**src/rtl/hazard_control.sv**
```systemverilog
// hazard_control: stall/flush/freeze sequencing and registered EX operand-forwarding selects for the 5-stage core.
// Optional feature macro: HAZARD_FORWARD_EN (forwarding registers present, only loads stall).
module hazard_control #(
    parameter int LOAD_STALL = 1
) (
    input  logic        clk,
    input  logic        rst_n,
    input  logic [31:0] id_instr,
    input  logic        id_valid,
    input  logic [4:0]  ex_rd,
    input  logic        ex_reg_write,
    input  logic        ex_mem_read,
    input  logic [4:0]  mem_rd,
    input  logic        mem_reg_write,
    input  logic        branch_taken,
    input  logic        mem_busy,
    output logic        pc_we,
    output logic        ifid_we,
    output logic        ifid_flush,
    output logic        idex_we,
    output logic        idex_bubble,
    output logic        exmem_we,
    output logic [1:0]  fwd_a,
    output logic [1:0]  fwd_b,
    output logic        stall
);

    localparam logic [5:0] OP_RTYPE = 6'b000000;
    localparam logic [5:0] OP_J     = 6'b000010;
    localparam logic [5:0] OP_JAL   = 6'b000011;
    localparam logic [5:0] OP_BEQ   = 6'b000100;
    localparam logic [5:0] OP_BNE   = 6'b000101;
    localparam logic [5:0] OP_LUI   = 6'b001111;
    localparam logic [5:0] OP_SW    = 6'b101011;

    localparam logic [1:0] FWD_RF = 2'b00;
    localparam logic [1:0] LOAD_N = 2'(LOAD_STALL);

    typedef enum logic {
        S_RUN   = 1'b0,
        S_STALL = 1'b1
    } state_t;

    state_t     state_q, state_d;
    logic [1:0] cnt_q, cnt_d;

    logic [5:0] opcode;
    logic [4:0] rs, rt;
    logic       rs_used, rt_used;
    logic       rs_ex, rt_ex, rs_mem, rt_mem;
    logic       ex_match, mem_match;
    logic [1:0] need_n;

    assign opcode = id_instr[31:26];
    assign rs     = id_instr[25:21];
    assign rt     = id_instr[20:16];

    // Register 0 is hard-wired, so it can never be a real dependency.
    assign rs_used = id_valid && (rs != 5'd0) &&
                     !(opcode == OP_J || opcode == OP_JAL || opcode == OP_LUI);
    assign rt_used = id_valid && (rt != 5'd0) &&
                     (opcode == OP_RTYPE || opcode == OP_SW ||
                      opcode == OP_BEQ   || opcode == OP_BNE);

    assign rs_ex  = rs_used && ex_reg_write  && (rs == ex_rd);
    assign rt_ex  = rt_used && ex_reg_write  && (rt == ex_rd);
    assign rs_mem = rs_used && mem_reg_write && (rs == mem_rd);
    assign rt_mem = rt_used && mem_reg_write && (rt == mem_rd);

    assign ex_match  = rs_ex  || rt_ex;
    assign mem_match = rs_mem || rt_mem;

    always_comb begin
        need_n = 2'd0;
`ifdef HAZARD_FORWARD_EN
        if (ex_match && ex_mem_read) begin
            need_n = LOAD_N;
        end
`else
        if (ex_match) begin
            need_n = 2'd2;
        end else if (mem_match) begin
            need_n = 2'd1;
        end
`endif
    end

    logic unused_ok;
    assign unused_ok = ^{id_instr[15:0], ex_mem_read, mem_match, LOAD_N};

    always_ff @(posedge clk) begin
        if (!rst_n) begin
            state_q <= S_RUN;
            cnt_q   <= 2'd0;
        end else begin
            state_q <= state_d;
            cnt_q   <= cnt_d;
        end
    end

    // A freeze holds everything; a taken branch cancels any stall in progress.
    always_comb begin
        state_d = state_q;
        cnt_d   = cnt_q;
        if (!mem_busy) begin
            if (branch_taken) begin
                state_d = S_RUN;
                cnt_d   = 2'd0;
            end else begin
                case (state_q)
                    S_RUN: begin
                        if (need_n > 2'd1) begin
                            state_d = S_STALL;
                            cnt_d   = need_n - 2'd1;
                        end
                    end
                    S_STALL: begin
                        if (cnt_q <= 2'd1) begin
                            state_d = S_RUN;
                            cnt_d   = 2'd0;
                        end else begin
                            cnt_d = cnt_q - 2'd1;
                        end
                    end
                    default: begin
                        state_d = S_RUN;
                        cnt_d   = 2'd0;
                    end
                endcase
            end
        end
    end

    always_comb begin
        pc_we       = 1'b1;
        ifid_we     = 1'b1;
        ifid_flush  = 1'b0;
        idex_we     = 1'b1;
        idex_bubble = 1'b0;
        exmem_we    = 1'b1;
        stall       = 1'b0;
        if (!rst_n) begin
            pc_we       = 1'b0;
            ifid_we     = 1'b0;
            idex_we     = 1'b0;
            exmem_we    = 1'b0;
            ifid_flush  = 1'b1;
            idex_bubble = 1'b1;
        end else if (mem_busy) begin
            pc_we    = 1'b0;
            ifid_we  = 1'b0;
            idex_we  = 1'b0;
            exmem_we = 1'b0;
        end else if (branch_taken) begin
            ifid_flush  = 1'b1;
            idex_bubble = 1'b1;
        end else if (state_q == S_STALL || need_n != 2'd0) begin
            stall       = 1'b1;
            pc_we       = 1'b0;
            ifid_we     = 1'b0;
            idex_bubble = 1'b1;
        end
    end

`ifdef HAZARD_FORWARD_EN
    localparam logic [1:0] FWD_EXMEM = 2'b01;
    localparam logic [1:0] FWD_MEMWB = 2'b10;

    logic [1:0] fwd_a_q, fwd_a_d, fwd_b_q, fwd_b_d;

    // EX is the younger producer, so it wins over MEM.
    always_comb begin
        fwd_a_d = fwd_a_q;
        fwd_b_d = fwd_b_q;
        if (idex_we) begin
            if (idex_bubble) begin
                fwd_a_d = FWD_RF;
                fwd_b_d = FWD_RF;
            end else begin
                fwd_a_d = rs_ex ? FWD_EXMEM : (rs_mem ? FWD_MEMWB : FWD_RF);
                fwd_b_d = rt_ex ? FWD_EXMEM : (rt_mem ? FWD_MEMWB : FWD_RF);
            end
        end
    end

    always_ff @(posedge clk) begin
        if (!rst_n) begin
            fwd_a_q <= FWD_RF;
            fwd_b_q <= FWD_RF;
        end else begin
            fwd_a_q <= fwd_a_d;
            fwd_b_q <= fwd_b_d;
        end
    end

    assign fwd_a = fwd_a_q;
    assign fwd_b = fwd_b_q;
`else
    assign fwd_a = FWD_RF;
    assign fwd_b = FWD_RF;
`endif

endmodule

```
**config.mk**
```make
export PLATFORM = sky130hd
export DESIGN_NAME = hazard_control
export DESIGN_NICKNAME = d
export VERILOG_FILES = /design/src/rtl/hazard_control.sv
export SDC_FILE = /design/constraint.sdc
export NUM_CORES = 1
export LEC_CHECK = 0
export ABC_CLOCK_PERIOD_IN_PS = 1480
export BUFFER_PORTS_ARGS = -buffer_cell sky130_fd_sc_hd__buf_2
export CELL_PAD_IN_SITES_DETAIL_PLACEMENT = 1
export CELL_PAD_IN_SITES_GLOBAL_PLACEMENT = 1
export CORE_ASPECT_RATIO = 0.5
export CORE_MARGIN = 2
export CORE_UTILIZATION = 21
export CTS_CLUSTER_DIAMETER = 30
export CTS_CLUSTER_SIZE = 30
export DETAILED_ROUTE_END_ITERATION = 16
export PLACE_DENSITY_LB_ADDON = 0.1
export REMOVE_ABC_BUFFERS = 1
export SLEW_MARGIN = 25
export SYNTH_ARGS = -nofsm -noshare
export SYNTH_HDL_FRONTEND = slang
export SYNTH_SLANG_ARGS = --single-unit
export TNS_END_PERCENT = 100
```
**constraint.sdc**
```tcl
create_clock -name clk -period 1.48 [get_ports clk]
set_input_delay 0 -clock clk [delete_from_list [all_inputs] [get_ports clk]]
set_output_delay 0 -clock clk [all_outputs]
set_load 0.01 [all_outputs]
```
==> results.sh, run 1 <==
export IMPL_grt_pass1_wl_mm=3.06
export IMPL_nNetsFinal=174
export IMPL_synth_edf_count=0
export IMPL_drtIter0Drc=16
export IMPL_async_reset_ff_share_pct=0
export IMPL_critPathMaxFanout=3
export IMPL_fp_dieH_um=41.0
export IMPL_p_int_uw=370
export IMPL_diodes=0
export IMPL_status="complete, no violations"
export IMPL_start_kind="input port"
export IMPL_cts_root_buf="clkbuf_8"
export IMPL_syn_instance_count=76
export IMPL_syn2layout_area_growth_pct=64.6
export IMPL_synthFlopType="dfxtp_1"
export IMPL_crit_chain="buf_8, or4_4, o21ai_4, o41ai_4, a41oi_2, a31o_2, buf_6"
export IMPL_path_class="input port to primary output"
export IMPL_drc=0
export IMPL_startpoint="id_instr[25]"
export IMPL_period_share_pct=97.5
export IMPL_grt_use_total_pct=13.0
export IMPL_crit_arrival_ps=1440
export IMPL_clock_skew_ps=1.43
export IMPL_postRouteAntennaNets=0
export IMPL_holdPathStages=2
export IMPL_grt_max_degree=7
export IMPL_r2r_start="state_q"
export IMPL_numCtsBuffers=3
export IMPL_switchingPower_uw=155
export IMPL_synth_top_area_cell="xor2_1"
export IMPL_wl_per_cell_um=12.9
export IMPL_synth_seq_cells=3
export IMPL_die_area_sq_um=3200
export IMPL_netSwitchingFraction_pct=29.5
export IMPL_max_freq_ghz=0.693
export IMPL_fin_util_pct=36.4
export IMPL_worst_ep_required_time_ps=1480
export IMPL_min_delay_start="mem_busy"
export IMPL_powerDensity_nw_per_um2=554
export IMPL_gp_congestion=0.734
export IMPL_portBuffers=39
export IMPL_num_vias=706
export IMPL_synthTopCellsByArea="xor2_1, xnor2_1, dfxtp_1, buf_4, nor2b_1"
export IMPL_fin_ws_ps=37.1
export IMPL_grt_pass1_vias=674
export IMPL_clk_path_buf_depth=2
export IMPL_synth_top_area_share_pct=18.3
export IMPL_ff_latch_area_sq_um=60.1
export IMPL_htreeDepth=1
export IMPL_worst_r2r_path_depth=5
export IMPL_gr_total_overflow=0
export IMPL_synth_cell_types=28
export IMPL_clkPwrFrac_pct=45.0
export IMPL_yosys_warnings=0
export IMPL_layout_min_cycle_time_ps=1440
export IMPL_synth_seq_area_share_pct=10.4
export IMPL_cp_slowest_cell="or4_4"
export IMPL_drive_gt1_share_pct=45.5
export IMPL_io_pins=61
export IMPL_ir_drop_mv=0.384
export IMPL_start_util_pct=22.1
export IMPL_hold_buffers=0
export IMPL_insertion_delay_ps=210
export IMPL_cts_num_sinks=3
export IMPL_syn_area_sq_um=576
export IMPL_hold_viol=0
export IMPL_finalNonFillerCells=160
export IMPL_fin_setup_tns_ps=0
export IMPL_post_dp_hpwl_mm=1.71
export IMPL_finalMaxSlewViolations=0
export IMPL_totalWireLength_mm=2.07
export IMPL_dr_pass1_iters=2
export IMPL_p_leak_nw=0.460
export IMPL_coreArea_sq_um=2600
export IMPL_antenna_found_initial=0
export IMPL_rsz0062_at_grt="yes"
export IMPL_critPathMaxStageDelay_ps=530
export IMPL_cts_tree="built"
export IMPL_rows=13
export IMPL_die_w_um=78.0
export IMPL_layout_common_cells="buf_2, xor2_1, xnor2_1, buf_4"
export IMPL_setup_viol_count_final=0
export IMPL_final_common_cell="buf_2"
export IMPL_path_buf_inv=2
export IMPL_dp_cells=154
export IMPL_cp_end_kind="primary output"
export IMPL_worst_path_stages=7
export IMPL_maxCapViolations=0
export IMPL_hold_class="input port to flip-flop"
export IMPL_dp_slack_ps=-101
export IMPL_multi_input_area_sq_um=508
export IMPL_vias_per_cell=4.41
export IMPL_seq_power_share_pct=15.6
export IMPL_clkTransAtPathRegs_ps=30
export IMPL_pwr_share_comb_pct=39.4
export IMPL_cp_top_family="compound AO/OA/AOI/OAI gates"
export IMPL_n_fill_cell=359
export IMPL_avgSynthCellArea_sq_um=7.57
-- final timing paths --
kind / to / slack (ps)
worst max-delay path: ifid_we / 40
worst min-delay path: cnt_q[1] / 120
worst max register to register: cnt_q[0] / 280
worst min register to register: cnt_q[1] / 470
-- cell type report --
class,instances,share of cell area (%)
repair buffers,46,29.2
inverters,3,1.19
clock buffers,4,4.76
flip-flops and latches,3,6.34
multi-input cells,67,53.6
well taps,37,4.89
-- stage by stage --
stage	hold WS, ps	total power [mW]	area (sq um)
3_3_place_gp	325	0.268	821
2_1_floorplan	67.3	0.164	542
3_5_place_dp	323	0.268	821
6_report	120	0.525	947
5_1_grt	138	0.558	947
4_1_cts	116	0.519	903
-- cell families (layout without fill, tap and decap cells) --
logic type             after synthesis  after routing  share of synthesized area, %
AND/OR/NAND/NOR                     26             26                          25.4
other                                1              4                         0.652
flip-flops                           3              3                          10.4
buffers and inverters                9             53                          9.78
AO/OA/AOI/OAI                       16             16                          21.5
multiplexers                         1              1                          1.74
XOR/XNOR                            20             20                          30.4
-- power groups by stage --
stage               Sequential, mW  Clock (mW)  Combinational [mW]
floorplan                   0.0828           0              0.0814
global placement            0.0829           0               0.185
detailed placement          0.0829           0               0.185
CTS                         0.0818       0.243               0.195
global route                0.0818       0.250               0.227
finish                      0.0818       0.236               0.207
-- cell usage after synthesis (all sizes together), types with 2 or more instances --
master  count
inv         3
o21ai       5
and2        2
nor2        4
and3        3
nand4       2
nor4        3
xnor2       8
a32oi       2
xor2       12
or4         3
nor2b       4
dfxtp       3
a21oi       2
nand2       4
buf         6
-- worst register-to-register path, cell delays in order, from the launching register on --
cell and delay (ps):
dfxtp_1 310, inv_1 130, o41ai_4 110, buf_4 150, a21oi_2 190, mux2i_1 250
-- flip-flops by register name (all words and copies together) (netlist names) --
name     count
state_q      1
cnt_q        2
-- routing by layer --
| layer | GRT usage (%) | part of all wire [%] | vias to the layer above | wire, um |
|---|---|---|---|---|
| met5 | 0 | 0 | - | 0 |
| met4 | 2.63 | 0 | 0 | 0 |
| li1 | - | - | 358 | - |
| met2 | 26.7 | 51 | 15 | 1060 |
| met3 | 2.64 | 3.0 | 0 | 62 |
| met1 | 14.9 | 46 | 333 | 944 |
-- what timing repair did --
action,in CTS,in global routing
buffers inserted,0,2
pin swaps,3,5
gates resized for setup,6,7
endpoints found under the setup margin,4,4
No activity file was read; power rests on OpenSTA's default activity.
==> inputs of run 2 (changes only) <==
--- a/config.mk
+++ b/config.mk
@@ -5,7 +5,7 @@
 export SDC_FILE = /design/constraint.sdc
 export NUM_CORES = 1
 export LEC_CHECK = 0
-export ABC_CLOCK_PERIOD_IN_PS = 1480
+export ABC_CLOCK_PERIOD_IN_PS = 1490
 export BUFFER_PORTS_ARGS = -buffer_cell sky130_fd_sc_hd__buf_2
 export CELL_PAD_IN_SITES_DETAIL_PLACEMENT = 1
 export CELL_PAD_IN_SITES_GLOBAL_PLACEMENT = 1
@@ -15,6 +15,7 @@
 export CTS_CLUSTER_DIAMETER = 30
 export CTS_CLUSTER_SIZE = 30
 export DETAILED_ROUTE_END_ITERATION = 16
+export HOLD_SLACK_MARGIN = 0.05
 export PLACE_DENSITY_LB_ADDON = 0.1
 export REMOVE_ABC_BUFFERS = 1
 export SLEW_MARGIN = 25
==> constraint.sdc (replaced) <==
create_clock -name clk -period 1.49 [get_ports clk]
set_input_delay 0 -clock clk [delete_from_list [all_inputs] [get_ports clk]]
set_output_delay 0 -clock clk [all_outputs]
set_load 0.01 [all_outputs]
==> run 2 against run 1 <==
Compared with the run above: clock power fell by 3%; clock skew shrank 1.1 ps; register-to-register slack gained 170 ps; setup slack improved by 5.8 ps; cell area unchanged; die area unchanged.
==> results.sh, run 2 (synthesis results as in run 1) <==
export IMPL_status="complete, no violations"
export IMPL_insertion_delay_ps=210
export IMPL_cts_root_buf="clkbuf_8"
export IMPL_critPathMaxStageDelay_ps=540
export IMPL_maxCapViolations=0
export IMPL_clock_skew_ps=0.343
export IMPL_start_util_pct=22.1
export IMPL_regMostFlops="cnt_q"
export IMPL_num_vias=702
export IMPL_n_fill_cell=332
export IMPL_worst_r2r_path_depth=4
export IMPL_dp_slack_ps=-85.4
export IMPL_crit_arrival_ps=1450
export IMPL_holdPathStages=2
export IMPL_min_delay_start="mem_busy"
export IMPL_die_w_um=78.0
export IMPL_vias_per_cell=4.39
export IMPL_cp_end_kind="primary output"
export IMPL_drtIter0Drc=4
export IMPL_dr_pass1_iters=3
export IMPL_multi_input_area_sq_um=508
export IMPL_clk_path_buf_depth=2
export IMPL_fp_dieH_um=41.0
export IMPL_ir_drop_mv=0.607
export IMPL_syn2layout_area_growth_pct=64.6
export IMPL_coreArea_sq_um=2600
export IMPL_fin_ws_ps=42.9
export IMPL_wl_per_cell_um=11.7
export IMPL_final_common_cell="buf_2"
export IMPL_gr_total_overflow=0
export IMPL_cp_top_family="compound AO/OA/AOI/OAI gates"
export IMPL_powerDensity_nw_per_um2=545
export IMPL_cp_slowest_cell="or4_4"
export IMPL_p_total_uw=516
export IMPL_period_share_pct=97.1
export IMPL_path_class="input port to primary output"
export IMPL_drc=0
export IMPL_ff_latch_area_sq_um=60.1
export IMPL_max_freq_ghz=0.691
export IMPL_numCtsBuffers=3
export IMPL_hold_viol=0
export IMPL_clkTransAtPathRegs_ps=30
export IMPL_layout_min_cycle_time_ps=1450
export IMPL_io_pins=61
export IMPL_antenna_found_initial=0
export IMPL_rows=13
export IMPL_rsz0062_at_grt="yes"
export IMPL_setup_viol_count_final=0
export IMPL_die_area_sq_um=3200
export IMPL_worst_ep_required_time_ps=1490
export IMPL_reg2reg_slack_ps=450
export IMPL_grt_pass1_wl_mm=2.90
export IMPL_cts_tree="built"
export IMPL_r2r_end="cnt_q[1]"
export IMPL_p_leak_nw=0.459
export IMPL_totalWireLength_mm=1.86
export IMPL_finalInstanceArea_sq_um=947
export IMPL_diodes=0
export IMPL_gp_congestion=0.729
export IMPL_r2r_start="state_q"
export IMPL_grt_use_total_pct=11.7
export IMPL_post_dp_hpwl_mm=1.62
export IMPL_start_kind="input port"
export IMPL_grt_pass1_vias=696
export IMPL_crit_chain="buf_8, or4_4, o21ai_4, o41ai_4, a41oi_2, a31o_2, buf_6"
export IMPL_startpoint="id_instr[25]"
export IMPL_reg_largest_list="cnt_q: 2 flops, state_q: 1 flops"
export IMPL_finalMaxSlewViolations=0
export IMPL_postRouteAntennaNets=0
export IMPL_drive_gt1_share_pct=45.5
export IMPL_largest_reg_flops=2
export IMPL_grt_max_degree=7
export IMPL_htreeDepth=1
export IMPL_nNetsFinal=174
export IMPL_place_area_sq_um=821
export IMPL_hold_end="cnt_q[1]"
export IMPL_portBuffers=39
export IMPL_critPathMaxFanout=3
export IMPL_path_buf_inv=2
export IMPL_cts_num_sinks=3
export IMPL_hold_class="input port to flip-flop"
export IMPL_layout_common_cells="buf_2, xor2_1, xnor2_1, buf_4"
export IMPL_hold_buffers=0
==> run 2: cell counts in the layout (fill, tap and decap cells not counted) <==
No cell type changed its count.
==> run 2: cell type report <==
type / count / share of cell area [%]
timing repair buffer: 46 / 29.2
clock buffer: 4 / 4.76
inverter: 3 / 1.19
tap: 37 / 4.89
sequential: 3 / 6.34
multi-input combinational: 67 / 53.6
==> run 2: per-layer routing <==
layer  track usage [%]  part of all wire, %
met5                 0                    0
met4                 0                    0
met3              2.20                  3.2
met2              23.9                   50
met1              14.3                   47
==> run 2: stage by stage <==
| stage | hold WS [ps] | instances | TNS (ps) | util [%] |
|---|---|---|---|---|
| 3_3_place_gp | 324 | 154 | -210 | 31.5 |
| 6_report | 123 | 160 | 0 | 36.4 |
| 5_1_grt | 145 | 160 | -67.1 | 36.4 |
| 2_1_floorplan | 67.3 | 73 | 0 | - |
| 4_1_cts | 121 | 158 | 0 | 34.7 |
| 3_5_place_dp | 326 | 154 | -298 | 31.5 |
==> run 2: where the power goes <==
group	leakage (nW)	internal, mW	switching, mW
combinational	0.412	0.105	0.0998
clock	0.0228	0.182	0.0480
sequential	0.0242	0.0811	0.000136
==> run 2: worst max-delay path by stage <==
stage | end | depth (start not counted)
2_1_floorplan | cnt_q[1] | 5
3_3_place_gp | ifid_we | 7
3_5_place_dp | pc_we | 7
4_1_cts | pc_we | 7
5_1_grt | ifid_we | 7
6_report | ifid_we | 7
==> run 2: what timing repair did <==
item                                    CTS  global route
buffers inserted                          0             2
pin swaps                                 3             4
endpoints found under the setup margin    4             4
resized for setup                         6             8
==> inputs of run 3 (changes only) <==
--- a/config.mk
+++ b/config.mk
@@ -5,7 +5,7 @@
 export SDC_FILE = /design/constraint.sdc
 export NUM_CORES = 1
 export LEC_CHECK = 0
-export ABC_CLOCK_PERIOD_IN_PS = 1490
+export ABC_CLOCK_PERIOD_IN_PS = 1500
 export BUFFER_PORTS_ARGS = -buffer_cell sky130_fd_sc_hd__buf_2
 export CELL_PAD_IN_SITES_DETAIL_PLACEMENT = 1
 export CELL_PAD_IN_SITES_GLOBAL_PLACEMENT = 1
==> constraint.sdc (replaced) <==
create_clock -name clk -period 1.5 [get_ports clk]
set_input_delay 0 -clock clk [delete_from_list [all_inputs] [get_ports clk]]
set_output_delay 0 -clock clk [all_outputs]
set_load 0.01 [all_outputs]
==> run 3 against run 2 <==
Compared with the run above: setup slack better by 18 ps; worst hold slack improved by 3.0 ps; non-clock buffer count down 2; cell count fell by 1.3%; cell area fell by 4.0%; power fell by 2.3%; core utilization is 1.4 points lower; sequential power shrank 0.7%; clock-buffer cell count is the same; largest power group unchanged; clock skew rose by 2.4 ps; critical path depth unchanged.
==> results.sh, run 3 (synthesis results as in run 1) <==
export IMPL_postRouteAntennaNets=0
export IMPL_wl_per_cell_um=12.0
export IMPL_drc=0
export IMPL_cts_tree="built"
export IMPL_gr_total_overflow=0
export IMPL_io_pins=61
export IMPL_period_share_pct=96.0
export IMPL_ir_drop_mv=0.421
export IMPL_die_w_um=78.0
export IMPL_rows=13
export IMPL_coreArea_sq_um=2600
export IMPL_holdPathStages=2
export IMPL_die_area_sq_um=3200
export IMPL_finalInstanceArea_sq_um=910
export IMPL_wl_met3_um=83
export IMPL_status="complete, no violations"
export IMPL_fin_ws_ps=60.5
export IMPL_hold_viol=0
export IMPL_hold_class="input port to flip-flop"
export IMPL_regMostFlops="cnt_q"
export IMPL_finalMaxSlewViolations=0
export IMPL_path_class="input port to primary output"
export IMPL_worst_r2r_path_depth=5
export IMPL_reg_largest_list="cnt_q: 2 flops, state_q: 1 flops"
export IMPL_drtIter0Drc=13
export IMPL_grt_pass1_wl_mm=3.00
export IMPL_gp_congestion=0.700
export IMPL_num_vias=682
export IMPL_diodes=0
export IMPL_nNetsFinal=172
export IMPL_maxCapViolations=0
export IMPL_worst_ep_required_time_ps=1500
export IMPL_portBuffers=39
export IMPL_vias_per_cell=4.32
export IMPL_largest_reg_flops=2
export IMPL_start_util_pct=22.1
export IMPL_fp_dieH_um=41.0
export IMPL_grt_use_total_pct=12.5
export IMPL_layout_min_cycle_time_ps=1440
export IMPL_antenna_found_initial=0
export IMPL_cts_num_sinks=3
export IMPL_hold_buffers=0
export IMPL_critPathMaxFanout=3
export IMPL_clk_path_buf_depth=2
export IMPL_drive_gt1_share_pct=45.5
export IMPL_numCtsBuffers=3
export IMPL_setup_viol_count_final=0
export IMPL_grt_max_degree=7
export IMPL_place_area_sq_um=813
export IMPL_insertion_delay_ps=210
export IMPL_cp_end_kind="primary output"
export IMPL_cts_root_buf="clkbuf_8"
export IMPL_totalWireLength_mm=1.90
export IMPL_dp_slack_ps=-85.3
export IMPL_fin_setup_tns_ps=0
export IMPL_rsz0062_at_grt="yes"
export IMPL_powerDensity_nw_per_um2=554
export IMPL_grt_pass1_vias=662
export IMPL_m1WireLength_um=920
export IMPL_final_common_cell="buf_2"
export IMPL_layout_common_cells="buf_2, xor2_1, xnor2_1, buf_4"
export IMPL_clkTransAtPathRegs_ps=30
export IMPL_htreeDepth=1
export IMPL_max_freq_ghz=0.695
export IMPL_dr_pass1_iters=4
export IMPL_crit_arrival_ps=1440
export IMPL_post_dp_hpwl_mm=1.63
export IMPL_syn2layout_area_growth_pct=58.0
export IMPL_clock_skew_ps=2.73
export IMPL_wl_met2_um=882
export IMPL_p_leak_nw=0.442
export IMPL_highest_layer="met4"
export IMPL_start_kind="input port"
[run 3: cell types whose count changed in the layout (fill, tap and decap cells not counted), sizes merged]
cell and change:
buf -2
[run 3: layer usage]
| metal | up-vias | global-route usage [%] |
|---|---|---|
| met5 | - | 0 |
| met4 | 0 | 5.26 |
| met3 | 2 | 1.76 |
| met2 | 17 | 22.4 |
| met1 | 309 | 16.0 |
| li1 | 354 | - |
[run 3: area by class of cell]
type / instances / area (sq um)
well taps: 37 / 46.3
repair buffers: 44 / 233
flip-flops and latches: 3 / 60.1
multi-input cells: 67 / 514
clock buffers: 4 / 45.0
inverters: 3 / 11.3
fillers: 335 / 1690
[run 3: repair_timing]
item,CTS,global route
endpoints found under the hold margin,0,0
setup endpoints to repair,4,4
setup buffers,0,1
resized for setup,4,5
gates cloned,0,0
pin swaps,3,4
[run 3: final timing paths]
check | start | endpoint | slack, ps
setup reg to reg | state_q | cnt_q[1] | 330
hold / removal | mem_busy | cnt_q[1] | 130
hold reg to reg | cnt_q[1] | cnt_q[1] | 470
setup / recovery | id_instr[22] | ifid_we | 60
[run 3: critical path, cell delays in order]
cell     delay (ps)
buf_2           110
or4_4           540
o21ai_4         170
o41ai_4         110
a41oi_2         210
a31o_2          180
buf_2           120
[run 3: power by group]
part           switching (mW)  leakage, nW  internal (mW)
Clock                  0.0519       0.0228          0.181
Sequential           0.000152       0.0242         0.0805
Combinational          0.0989        0.395         0.0914
[run 3: stage by stage]
step / utilization, % / cells / power [mW] / hold WS [ps]
5_1_grt: 35.0 / 158 / 0.537 / 139
4_1_cts: 34.0 / 157 / 0.508 / 121
3_5_place_dp: 31.3 / 153 / 0.262 / 325
2_1_floorplan: - / 73 / 0.162 / 67.3
3_3_place_gp: 31.3 / 153 / 0.263 / 325
6_report: 35.0 / 158 / 0.504 / 126
